--- src/rtl/button_conditioner.sv ---
// Multi-channel pushbutton front end: 2-flop synchroniser, debounce filter,
// registered rise/fall pulses and optional hold-to-repeat press stream per channel.
module button_conditioner #(
  parameter int              N_CH          = 4,
  parameter int              DB_COUNT      = 1_000_000,
  parameter int              HOLD_CYCLES   = 32_500_000,
  parameter int              REPEAT_CYCLES = 6_500_000,
  parameter logic [N_CH-1:0] REPEAT_EN     = '0
) (
  input  logic            clk_in,
  input  logic            rst_in_n,
  input  logic [N_CH-1:0] noisy_in,
  output logic [N_CH-1:0] clean_out,
  output logic [N_CH-1:0] rise_out,
  output logic [N_CH-1:0] fall_out,
  output logic [N_CH-1:0] press_out,
  output logic [N_CH-1:0] long_out
);

  localparam int DB_W  = (DB_COUNT > 1) ? $clog2(DB_COUNT) : 1;
  localparam int H_MAX = (HOLD_CYCLES > REPEAT_CYCLES) ? HOLD_CYCLES : REPEAT_CYCLES;
  // One extra value so the counter can hold H_MAX even when it is a power of two
  localparam int H_W   = $clog2(H_MAX + 1);

  typedef enum logic [1:0] {
    ST_IDLE      = 2'd0,
    ST_HELD      = 2'd1,
    ST_REPEATING = 2'd2
  } state_e;

  logic [N_CH-1:0] r_sync1;
  logic [N_CH-1:0] r_sync2;

  always_ff @(posedge clk_in or negedge rst_in_n) begin
    if (!rst_in_n) begin
      r_sync1 <= '0;
      r_sync2 <= '0;
    end else begin
      r_sync1 <= noisy_in;
      r_sync2 <= r_sync1;
    end
  end

  for (genvar g = 0; g < N_CH; g++) begin : g_ch
    logic [DB_W-1:0] r_db_cnt;
    logic            r_clean;
    logic            r_rise;
    logic            r_fall;
    logic            r_press;
    logic            r_long;
    logic [H_W-1:0]  r_hcount;
    logic [H_W-1:0]  w_hcount_nxt;
    state_e          r_state;
    state_e          w_state_nxt;
    logic            w_accept;
    logic            w_rise_ev;
    logic            w_fall_ev;
    logic            w_rep_fire;

    assign w_accept  = (r_sync2[g] != r_clean) && (r_db_cnt == DB_W'(DB_COUNT - 1));
    assign w_rise_ev = w_accept && r_sync2[g];
    assign w_fall_ev = w_accept && !r_sync2[g];

    always_ff @(posedge clk_in or negedge rst_in_n) begin
      if (!rst_in_n) begin
        r_db_cnt <= '0;
        r_clean  <= 1'b0;
      end else if (r_sync2[g] == r_clean) begin
        r_db_cnt <= '0;
      end else if (w_accept) begin
        r_db_cnt <= '0;
        r_clean  <= r_sync2[g];
      end else begin
        r_db_cnt <= r_db_cnt + DB_W'(1);
      end
    end

    // A new rise always restarts the hold interval, whatever state we were in
    always_comb begin
      w_state_nxt  = r_state;
      w_hcount_nxt = r_hcount;
      w_rep_fire   = 1'b0;
      if (w_rise_ev) begin
        w_state_nxt  = ST_HELD;
        w_hcount_nxt = H_W'(1);
      end else begin
        case (r_state)
          ST_IDLE: begin
            w_state_nxt  = ST_IDLE;
            w_hcount_nxt = r_hcount;
          end
          ST_HELD: begin
            if (!r_clean) begin
              w_state_nxt  = ST_IDLE;
              w_hcount_nxt = '0;
            end else if (REPEAT_EN[g] && (r_hcount == H_W'(HOLD_CYCLES))) begin
              w_rep_fire   = 1'b1;
              w_state_nxt  = ST_REPEATING;
              w_hcount_nxt = H_W'(1);
            end else if (REPEAT_EN[g] || (r_hcount != '1)) begin
              w_hcount_nxt = r_hcount + H_W'(1);
            end else begin
              w_hcount_nxt = r_hcount;
            end
          end
          ST_REPEATING: begin
            if (!r_clean) begin
              w_state_nxt  = ST_IDLE;
              w_hcount_nxt = '0;
            end else if (r_hcount == H_W'(REPEAT_CYCLES)) begin
              w_rep_fire   = 1'b1;
              w_hcount_nxt = H_W'(1);
            end else begin
              w_hcount_nxt = r_hcount + H_W'(1);
            end
          end
          default: begin
            w_state_nxt  = ST_IDLE;
            w_hcount_nxt = '0;
          end
        endcase
      end
    end

    always_ff @(posedge clk_in or negedge rst_in_n) begin
      if (!rst_in_n) begin
        r_state  <= ST_IDLE;
        r_hcount <= '0;
        r_rise   <= 1'b0;
        r_fall   <= 1'b0;
        r_press  <= 1'b0;
        r_long   <= 1'b0;
      end else begin
        r_state  <= w_state_nxt;
        r_hcount <= w_hcount_nxt;
        r_rise   <= w_rise_ev;
        r_fall   <= w_fall_ev;
        r_press  <= w_rise_ev | w_rep_fire;
        r_long   <= (w_state_nxt == ST_REPEATING);
      end
    end

    assign clean_out[g] = r_clean;
    assign rise_out[g]  = r_rise;
    assign fall_out[g]  = r_fall;
    assign press_out[g] = r_press;
    assign long_out[g]  = r_long;
  end

endmodule

--- config.mk ---
export PLATFORM = sky130hd
export DESIGN_NAME = button_conditioner
export DESIGN_NICKNAME = d
export VERILOG_FILES = /design/src/rtl/button_conditioner.sv
export SDC_FILE = /design/constraint.sdc
export NUM_CORES = 1
export LEC_CHECK = 0
export ABC_AREA = 0
export BUFFER_PORTS_ARGS = -buffer_cell sky130_fd_sc_hd__buf_2
export CAP_MARGIN = 10
export CORE_AREA = 5 5 178 145
export DETAILED_ROUTE_END_ITERATION = 12
export DIE_AREA = 0 0 183 150
export PLACE_DENSITY_LB_ADDON = 0.15
export REMOVE_ABC_BUFFERS = 1
export SLEW_MARGIN = 20
export SYNTH_ARGS = -nofsm -noshare
export SYNTH_HDL_FRONTEND = slang
export SYNTH_SLANG_ARGS = --single-unit
--- constraint.sdc ---
create_clock -name clk_in -period 3 [get_ports clk_in]
set_input_delay 0.6 -clock clk_in [delete_from_list [all_inputs] [get_ports clk_in]]
set_output_delay 0.6 -clock clk_in [all_outputs]
set_load 0.05 [all_outputs]
==> results of run 1 <==
==> kinds of logic after synthesis <==
group,count (synthesis),synth area share [%]
AO/OA/AOI/OAI,256,14.9
XOR/XNOR,74,5.53
adder cells (fa/ha/maj),24,2.56
buffers and inverters,107,4.43
flip-flops,216,46.1
multiplexers,2,0.192
AND/OR/NAND/NOR,575,26.3
==> power by group through the flow <==
stage	combinational, mW	sequential, mW	clock, mW
floorplan	0.0352	3.00	0
global placement	0.122	3.00	0
detailed placement	0.120	3.00	0
CTS	0.121	2.95	3.24
global route	0.136	2.95	3.35
finish	0.113	2.95	3.15
==> per-stage QoR <==
step | power [mW] | TNS (ns) | instance area [um2] | hold WS [ns]
4_1_cts | 6.31 | 0 | 13000 | 0.112
3_5_place_dp | 3.12 | 0 | 12100 | 0.336
3_3_place_gp | 3.12 | 0 | 12100 | 0.333
2_1_floorplan | 3.03 | -8.81 | 11300 | 0.304
5_1_grt | 6.44 | 0 | 13000 | 0.134
6_report | 6.21 | 0 | 13000 | 0.0905
==> routing by layer <==
layer  GRT usage [%]  up-vias  part of all wire (%)
li1                -     4522                     -
met1            27.5     4421                    52
met2            26.9      124                    43
met3            2.36       33                   3.1
met5               0        -                     0
met4            4.13        0                   2.0
==> layout by cell type, fill, tap and decap left out, types with 7 or more instances in the layout <==
| master | Yosys | final |
|---|---|---|
| a31oi_1 | 19 | 19 |
| nand2b_1 | 11 | 11 |
| nor4_1 | 21 | 21 |
| nor3b_1 | 8 | 8 |
| nor2b_1 | 24 | 24 |
| o21ai_0 | 91 | 89 |
| nand2_1 | 87 | 87 |
| and3_1 | 45 | 45 |
| o41ai_1 | 7 | 7 |
| nor2_1 | 160 | 160 |
| dfrtp_1 | 216 | 216 |
| xor2_1 | 46 | 46 |
| o21ai_1 | 26 | 28 |
| o31ai_1 | 51 | 51 |
| o31ai_2 | 15 | 15 |
| nor4b_1 | 18 | 18 |
| nor3_1 | 14 | 14 |
| buf_4 | 23 | 21 |
| and4_1 | 14 | 14 |
| a21oi_1 | 17 | 17 |
| xnor2_1 | 28 | 28 |
| nand4_1 | 37 | 37 |
| ha_1 | 24 | 24 |
| nand3_1 | 81 | 81 |
| and2_1 | 12 | 12 |
| inv_1 | 36 | 36 |
| buf_2 | 13 | 24 |
| or4_1 | 7 | 7 |
| clkbuf_16 | 0 | 25 |
==> worst paths after layout <==
check / start / endpoint / depth (start not counted)
setup reg to reg: g_ch[3].r_hcount[5]$_DFFE_PN0P_ / g_ch[3].r_hcount[5]$_DFFE_PN0P_ / 7
max in group asynchronous: rst_in_n / g_ch[0].r_state[0]$_DFF_PN0_ / 2
hold reg to reg: r_sync1[3]$_DFF_PN0_ / r_sync2[3]$_DFF_PN0_ / 0
setup / recovery: g_ch[3].r_hcount[5]$_DFFE_PN0P_ / g_ch[3].r_hcount[5]$_DFFE_PN0P_ / 7
hold / removal: rst_in_n / g_ch[3].r_db_cnt[16]$_DFF_PN0_ / 1
min in group clk_in: noisy_in[0] / r_sync1[0]$_DFF_PN0_ / 1
==> critical path, cell delays in order (launching register included) <==
cell and delay [ns]:
dfrtp_1 0.50, nand4_1 0.29, or2_1 0.31, or3_1 0.41, o22ai_4 0.36, or2_1 0.16
buf_4 0.26, o31ai_1 0.12
==> cell type report <==
class,instances,area (um2),share of cell area [%]
clock inverters,10,153,1.18
repair buffers,49,353,2.72
clock buffers,31,698,5.39
inverters,36,135,1.04
flip-flops and latches,216,5410,41.7
multi-input cells,931,5810,44.9
well taps,318,398,3.07
==> metrics, run 1 <==
largest registers=g_ch.r_hcount x100, g_ch.r_db_cnt x80, g_ch.r_state x8; Clock Tree Buf Depth=3; Die Height=150 um; Final Hold Fails=0; root buffer cell=clkbuf_16; clock skew=0.0121 ns; Post-CTS Setup Repair Bufs=0; most frequent cells after synthesis=dfrtp_1, nor2_1, o21ai_0; Top Ports=26; Worst Path Arrival=2.92 ns; CTS buffer count=24; worst setup margin=0.455 ns; pins over their slew limit=0; initial antenna violation count=0; Port-buffer cells=25; CTS tree=done; Vias=9100; drt via density=about 5.7; top_reg_cell synth=dfrtp_1; Crit Path Max Fanout=20; Synth Area per Inst=9.35 um2; grt total ovfl=0; Largest register FFs=100; Initial Util=49.0%; first-pass GRT wire length=~42 mm; vias in the first global route=8667; top post-synthesis cells by area=dfrtp_1, nor2_1, o21ai_0; Synth Instances=1254; EDFF count, synth=0; Required @ worst endpoint=3.38 ns; Max Cap Violations=0; worst-margin pin slew=0.701 ns; clk slew on worst S/H paths=0.06 ns; clock network power share=50.7%; share of cells above drive strength 1=a little over 10%; hold buffer count at CTS=0; Reg2Reg Setup Slack=roughly 0.45 ns; Site Rows=51; diode count=0; H-tree lvl count=1; Worst Setup End Kind=flop; most numerous cell in the Yosys netlist=dfrtp_1; dpl cells=1550; Final Util=54.1%; # fillers=2207; DRC errors left=0; f_max=0.393 GHz; run status=completed; final worst path period share=between 80% and 90%; wire per inst=15.3 um; startpoint types=flop; endpoints failing setup=0; Int Power=4.93 mW; dpl hpwl=16.2 mm; Period minus WS final=2.55 ns; RSZ-0062 raised after global routing=false; largest reg by FF count=g_ch.r_hcount; Synth Cell Area=0.0117 mm2; All-Layer GR Usage=17.9%; Slew HR=between 50% and 60%; post-synth cell types=64; Power Density=~480 mW/mm2; biggest area consumer among synthesized cells=dfrtp_1; top cell type's share of synthesized area=~46%; Setup Slack @ Placement=0.460 ns; worst-case vdd ir drop=0.385 mV; Synthesis Warnings=0; switching share of power=20.6%; antenna viol nets, final=0; Reg power frac=47.5%; Finished Layout Cells=1591; GPL Wtd Cong=0.823; asr flop ratio synth=100%; critical path class=flop to flop; Comb pwr share=1.8%; Clock Sink Count=216; CTS resizes=0; DRT Wirelength=24.3 mm; DR pass1 iterations=5; #FFs+latches synth=216; largest net degree at the start of global routing=89; Layout Nets=1288; core box area=0.0239 mm2; First DRT Iteration DRCs=606; sequential element share of the synthesized area=46.1%; Worst Hold Class=input pin to async pin; area grow syn2layout=10.5%; NetSw=1.28 mW; Die Area=0.0275 mm2; Clock Latency Late Sink=0.52 ns; leakage dissipation=around 5.5 nW; DIE WIDTH=183 um
Note: power is estimated with default switching activity, not from simulation.
==> run 2: changes to the inputs <==
- clock period: 3 -> 2.3 ns (I/O delays scaled with it)
==> run 2 against run 1 <==
Effect of this change:
- worst setup slack worse by 0.34 ns
- non-clock buffer count grew 76
- first-iteration DRC count down 3.5%
==> metrics, run 2 (synthesized netlist as in run 1, its figures left out) <==
Int Power=6.05 mW (was 4.93 mW); worst setup margin=0.113 ns (was 0.455 ns); endpoints failing setup=0 (unchanged); Max Cap Violations=0 (unchanged); Hold Startpoint=noisy_in[0]; Clock Tree Buf Depth=3 (unchanged); Layout Nets=1365 (was 1288); Hold Path Cell Cnt=1; Clock Sink Count=216 (unchanged); startpoint types=flop (unchanged); Vias=9459 (was 9100); commonest non-fill, non-tap cell in the layout=dfrtp_1 (unchanged); Die Area=0.0275 mm2 (unchanged); f_max=0.457 GHz (was 0.393 GHz); worst-margin pin slew=0.529 ns (was 0.701 ns); run status=completed (unchanged); Worst Hold Path EP=r_sync1[0]$_DFF_PN0_; core box area=0.0239 mm2 (unchanged); share of cells above drive strength 1=16.6% (was 10.4%); first-pass GRT wire length=44.3 mm (was 42.3 mm); WHS=0.0518 ns (was 0.0905 ns); most frequent cells in the layout=dfrtp_1, nor2_1, nand2_1, buf_4, o21ai_0 (was dfrtp_1, nor2_1, o21ai_0, nand2_1, nand3_1); drt via density=5.66 (was 5.72); clk slew on worst S/H paths=0.06 ns (about the same); Top Ports=26 (unchanged); Site Rows=51 (unchanged); Worst Hold Class=input pin to flop (was input pin to async pin); Worst Setup End Kind=flop (unchanged); Final Util=57.2% (was 54.1%); Port-buffer cells=25 (unchanged); leakage dissipation=5.99 nW (was 5.52 nW); Max stage delay cell, worst path=dfrtp_1 (unchanged); diode count=0 (unchanged); RSZ-0062 raised after global routing=true (was false); antenna viol nets, final=0 (unchanged); Die Height=150 um (unchanged); vias in the first global route=9042 (was 8667); critical path class=flop to flop (unchanged); root buffer cell=clkbuf_16 (unchanged); final worst path period share=95.1% (was 84.8%); Worst Path Arrival=2.57 ns (was 2.92 ns); DRT Wirelength=25.4 mm (was 24.3 mm); Clock Latency Late Sink=0.51 ns (was 0.52 ns); CTS buffer count=24 (unchanged); slowest stage delay, CP=0.44 ns (was 0.50 ns); r2r worst-path depth=9 (was 7); Crit Path Max Fanout=12 (was 20); initial antenna violation count=0 (unchanged); setup TNS=0 ns (unchanged); R2R Path End=g_ch[1].r_hcount[16]$_DFFE_PN0P_ (was g_ch[3].r_hcount[5]$_DFFE_PN0P_); Reg power frac=50.1% (was 47.5%); Required @ worst endpoint=2.69 ns (was 3.38 ns); dpl cells=1615 (was 1550); Slew HR=64.5% (was 53.3%); Period minus WS final=2.19 ns (was 2.55 ns); First DRT Iteration DRCs=585 (was 606); CTS tree=done (unchanged); Finished Layout Cells=1670 (was 1591); switching share of power=21.1% (was 20.6%); DR pass1 iterations=5 (unchanged); Setup Slack @ Placement=0.0348 ns (was 0.460 ns); dpl hpwl=17.0 mm (was 16.2 mm); DIE WIDTH=183 um (unchanged); clock network power share=47.8% (was 50.7%); critical path, cell by cell=inv_1, ha_1, nor4b_1, nand4_1, o311ai_4, buf_6, nor2_1, o21ai_0, o41ai_2 (was nand4_1, or2_1, or3_1, o22ai_4, or2_1, buf_4, o31ai_1); largest registers=g_ch.r_hcount x100, g_ch.r_db_cnt x80, g_ch.r_state x8 (unchanged); wire per inst=15.2 um (was 15.3 um); largest reg by FF count=g_ch.r_hcount (unchanged); Final Hold Fails=0 (unchanged); grt total ovfl=0 (unchanged); H-tree lvl count=1 (unchanged); Initial Util=49.0% (unchanged); pins over their slew limit=0 (unchanged); largest net degree at the start of global routing=60 (was 89); NetSw=1.62 mW (was 1.28 mW); DRC errors left=0 (unchanged); clock skew=0.00907 ns (was 0.0121 ns); GPL Wtd Cong=0.827 (was 0.823); Power Density=561 mW/mm2 (was 480 mW/mm2); Comb pwr share=2.1% (was 1.8%); worst-case vdd ir drop=0.515 mV (was 0.385 mV); area grow syn2layout=16.7% (was 10.5%); All-Layer GR Usage=18.6% (was 17.9%); Largest register FFs=100 (unchanged); Reg2Reg Setup Slack=0.11 ns (was 0.45 ns); FF-to-FF Start=g_ch[1].r_hcount[1]$_DFFE_PN0P_ (was g_ch[3].r_hcount[5]$_DFFE_PN0P_)
run 2: final cells by class:
cell class | instances | area (um2)
tap | 318 | 398
timing repair buffer | 125 | 1010
fill | 2165 | 10200
clock inverter | 5 | 27.5
clock buffer | 38 | 734
inverter | 36 | 135
multi-input combinational | 932 | 5970
sequential | 216 | 5410
run 2: per-layer routing:
metal / up-vias / part of all wire (%) / track usage [%]
li1: 4661 / - / -
met1: 4630 / 52 / 29.0
met2: 137 / 44 / 27.9
met3: 31 / 3.1 / 2.48
met4: 0 / 1.6 / 3.87
met5: - / 0 / 0
run 2: power by group through the flow:
stage	clock network, mW	registers [mW]	logic (mW)
floorplan	0	3.91	0.0459
global placement	0	3.91	0.166
detailed placement	0	3.92	0.168
CTS	3.79	3.85	0.170
global route	3.96	3.85	0.194
finish	3.66	3.85	0.162
run 2: repair_timing:
action,4_1_cts,5_1_grt
hold buffers,1,0
hold endpoints to repair,54,0
setup endpoints to repair,0,75
buffers inserted,0,9
resized for setup,0,35
run 2: worst max path at each step:
stage                                                 from                                to  slack, ns  depth (start not counted)
after floorplan           g_ch[0].r_hcount[19]$_DFFE_PN0P_  g_ch[0].r_hcount[10]$_DFFE_PN0P_      -1.14                          5
after global placement    g_ch[0].r_hcount[12]$_DFFE_PN0P_  g_ch[0].r_hcount[15]$_DFFE_PN0P_       0.07                          7
after detailed placement     g_ch[3].r_db_cnt[1]$_DFF_PN0_   g_ch[3].r_hcount[3]$_DFFE_PN0P_       0.03                          8
after CTS                    g_ch[3].r_db_cnt[1]$_DFF_PN0_   g_ch[3].r_hcount[3]$_DFFE_PN0P_       0.02                          8
after global routing         g_ch[1].r_db_cnt[0]$_DFF_PN0_   g_ch[1].r_hcount[5]$_DFFE_PN0P_      -0.03                          8
final                      g_ch[1].r_hcount[1]$_DFFE_PN0P_  g_ch[1].r_hcount[16]$_DFFE_PN0P_       0.11                          9
run 2: worst max-delay path, delay by kind of cell (launching register included):
kind                     cells  cell delay [ns]
buffers and inverters        2             0.29
AND/OR/NAND/NOR              3             0.52
adder cells (fa/ha/maj)      1             0.16
flip-flops                   1             0.44
AO/OA/AOI/OAI                3             0.66
run 2: per-stage QoR:
step	power [mW]	instance area, um2
finish	7.67	13700
detailed placement	4.08	12700
global placement	4.08	12700
floorplan	3.96	11300
global route	8.00	13700
CTS	7.81	13400
==> run 3: changes to the inputs <==
- CELL_PAD_IN_SITES_DETAIL_PLACEMENT: default -> 2
- CELL_PAD_IN_SITES_GLOBAL_PLACEMENT: default -> 2
- CORE_AREA: 5 5 178 145 -> 5 5 206 168
- DIE_AREA: 0 0 183 150 -> 0 0 211 173
- clock period: 2.3 -> 1.8 ns (I/O delays scaled with it)
==> run 3 against run 2 <==
Effect of this change:
- the run now fails in global routing (5_1_grt)
- synthesized area did not move
- synthesized cell count did not move
==> metrics, run 3 <==
GRT repair_timing worst endpoint=g_ch[3].r_hcount[22]$_DFFE_PN0P_/D; Port-buffer cells=25 (unchanged); WEP type=register data pin; #FFs+latches synth=216 (unchanged); sequential element share of the synthesized area=46.1% (unchanged); GPL Wtd Cong=0.791 (was 0.827); Failed at=global routing (5_1_grt); top cell type's share of synthesized area=46.1% (unchanged); run status=aborted with a tool error (was completed); stop err=[ERROR DPL-0033] detailed placement checks failed during check placement.; asr flop ratio synth=100% (unchanged); DP Area=0.0146 mm2 (was 0.0127 mm2); initial antenna violation count=0; Top Ports=26 (unchanged); H-tree lvl count=1 (unchanged); root buffer cell=clkbuf_16 (unchanged); Synthesis Warnings=0 (unchanged); Die Height=173 um (was 150 um); Initial Util=36.4% (was 49.0%); most frequent cells after synthesis=dfrtp_1, nor2_1, o21ai_0 (unchanged); Synth Area per Inst=9.35 um2 (unchanged); dpl hpwl=27.8 mm (was 17.0 mm); largest net degree at the start of global routing=53; top post-synthesis cells by area=dfrtp_1, nor2_1, o21ai_0 (unchanged); top_reg_cell synth=dfrtp_1 (unchanged); biggest area consumer among synthesized cells=dfrtp_1 (unchanged); EDFF count, synth=0 (unchanged); Site Rows=59 (was 51); post-synth cell types=64 (unchanged); most numerous cell in the Yosys netlist=dfrtp_1 (unchanged); Clock Tree Buf Depth=3 (unchanged); Synth Instances=1254 (unchanged); DIE WIDTH=211 um (was 183 um); CTS buffer count=26 (was 24); Clock Sink Count=216 (unchanged); Synth Cell Area=0.0117 mm2 (unchanged)
## run 3: cell counts after synthesis
Identical to the previous run, type by type.
## run 3: cell families after synthesis
group / after synthesis / share of synthesized area, %
and+or+nand+nor: 575 / 26.3
xor gates and xnor gates: 74 / 5.53
muxes: 2 / 0.192
buffers and inverters: 107 / 4.43
DFF: 216 / 46.1
adders and majority gates: 24 / 2.56
AOI/OAI and AO/OA: 256 / 14.9
## run 3: stage by stage
| step | instances | util (%) | hold slack, ns | setup slack, ns | TNS, ns |
|---|---|---|---|---|---|
| 2_1_floorplan | 1183 | - | 0.0644 | -1.64 | -118.40 |
| 3_3_place_gp | 1964 | 45.5 | 0.250 | -0.400 | -31.74 |
| 3_5_place_dp | 1964 | 45.5 | 0.253 | -0.584 | -45.53 |
| 4_1_cts | 2079 | 53.4 | 0.240 | -0.356 | -35.39 |
## run 3: repair_timing
| item | 4_1_cts |
|---|---|
| pin swaps | 58 |
| hold endpoints to repair | 96 |
| resized for setup | 257 |
| setup endpoints to repair | 170 |
| gates cloned | 10 |
| hold buffers | 5 |
| buffers inserted | 56 |
==> run 4: changes to the inputs <==
- CELL_PAD_IN_SITES_DETAIL_PLACEMENT: 2 -> default
- CELL_PAD_IN_SITES_GLOBAL_PLACEMENT: 2 -> default
- CORE_AREA: 5 5 206 168 -> 5 5 190 192
- DIE_AREA: 0 0 211 173 -> 0 0 195 197
- clock period: 1.8 -> 2.3 ns (I/O delays scaled with it)
==> run 4 against run 3 <==
Effect of this change:
- the run now ends clean
==> metrics, run 4 (synthesized netlist as in run 1, its figures left out) <==
Die Area=0.0384 mm2; Clock Sink Count=216 (unchanged); Required @ worst endpoint=~2.7 ns; share of cells above drive strength 1=17.6%; endpoints failing setup=0; diode count=0; clk slew on worst S/H paths=approximately 0.060 ns; All-Layer GR Usage=14.3%; root buffer cell=clkbuf_16 (unchanged); Die Height=197 um (was 173 um); Initial Util=34.3% (was 36.4%); Final Util=41.3%; Layout Nets=1369; DIE WIDTH=195 um (was 211 um); Worst Path Arrival=2.61 ns; clock skew=0.0108 ns; CTS buffer count=27 (was 26); Largest register FFs=100; leakage dissipation=6.09 nW; GPL Wtd Cong=0.811 (was 0.791); First DRT Iteration DRCs=491; Top Ports=26 (unchanged); Overall Power=8.94 mW; Clock Latency Late Sink=0.53 ns; core box area=0.0342 mm2; Slew HR=about three fifths; Period minus WS final=between 2 and 2.5 ns; Worst Setup End Kind=flop; worst-margin pin slew=~0.62 ns; dpl hpwl=18.8 mm (was 27.8 mm); drt via density=5.21; setup TNS=0 ns; f_max=0.460 GHz; final worst path period share=94.5%; CTS tree=done; most frequent cells in the layout=dfrtp_1, nor2_1, buf_4, nand2_1, o21ai_0; initial antenna violation count=0; first-pass GRT wire length=roughly 48 mm; DRT Wirelength=27.6 mm; grt total ovfl=0; r2r worst-path depth=8; critical path class=flop to flop; Port-buffer cells=25 (unchanged); Clock Tree Buf Depth=3 (unchanged); wire per inst=15.2 um; Hold Path Cell Cnt=1; largest reg by FF count=g_ch.r_hcount; pins over their slew limit=0; Crit Path Max Fanout=22; Final Hold Fails=0; antenna viol nets, final=0; area grow syn2layout=20.6%; run status=completed (was aborted with a tool error); H-tree lvl count=1 (unchanged); startpoint types=flop; Power Density=632 mW/mm2; Site Rows=68 (was 59); dpl cells=1761 (was 1964); Max Cap Violations=0; largest registers=g_ch.r_hcount x100, g_ch.r_db_cnt x80, g_ch.r_state x8; DRC errors left=0; largest net degree at the start of global routing=60; commonest non-fill, non-tap cell in the layout=dfrtp_1; Vias=9440; vias in the first global route=9376; Finished Layout Cells=approximately 1800; Worst Hold Class=input pin to flop; worst-case vdd ir drop=between 0.4 and 0.5 mV; DR pass1 iterations=5
[run 4: final timing paths]
path,slack [ns],to,from
worst max-delay path,0.13,g_ch[3].r_hcount[3]$_DFFE_PN0P_,g_ch[3].r_db_cnt[0]$_DFF_PN0_
worst min-delay path,0.04,r_sync1[1]$_DFF_PN0_,noisy_in[1]
max in group asynchronous,1.19,g_ch[3].r_db_cnt[4]$_DFF_PN0_,rst_in_n
min in group asynchronous,0.46,g_ch[1].r_hcount[14]$_DFFE_PN0P_,rst_in_n
worst min register to register,0.35,r_sync2[0]$_DFF_PN0_,r_sync1[0]$_DFF_PN0_
worst max register to register,0.13,g_ch[3].r_hcount[3]$_DFFE_PN0P_,g_ch[3].r_db_cnt[0]$_DFF_PN0_
[run 4: worst max-delay path: stages (launching register included)]
cell and delay [ns]:
dfrtp_1 0.38, ha_1 0.21, and4_1 0.22, nand4b_1 0.19
nor3_4 0.22, o22ai_4 0.11, buf_12 0.16, or4_1 0.48
o211ai_1 0.11
[run 4: final cells by class]
class	instances	area, um2
fillers	3394	20100
inverters	36	135
multi-input cells	931	5980
clock inverters	12	289
flip-flops and latches	216	5410
repair buffers	127	1010
well taps	455	569
clock buffers	35	746
[run 4: power by group]
group          switching, mW  total [mW]  leakage, nW  internal [mW]
sequential            0.0244        3.85         2.99           3.83
combinational          0.119       0.169         2.60         0.0499
clock                   1.64        4.92        0.505           3.27
total                   1.79        8.94         6.09           7.15
[run 4: timing repair]
| action | CTS | global route |
|---|---|---|
| hold endpoints to repair | 53 | 0 |
| hold buffers | 1 | 0 |
| endpoints found under the setup margin | 1 | 80 |
| resized for setup | 1 | 40 |
| setup buffers | 0 | 3 |
| pin swaps | 0 | 11 |
[run 4: layer usage]
metal	part of all wire, %	global-route usage (%)
met5	0	0
met2	47	23.1
met1	49	20.8
met3	2.8	1.95
met4	1.8	3.03
[run 4: through the flow]
stage | hold WS (ns) | setup slack, ns | area, um2
floorplan | 0.164 | -1.14 | 11300
global placement | 0.334 | 0.0334 | 12900
detailed placement | 0.335 | -0.00684 | 12900
CTS | 0.00880 | 0.00357 | 13900
global route | 0.00802 | -0.00691 | 14100
finish | 0.0381 | 0.126 | 14100
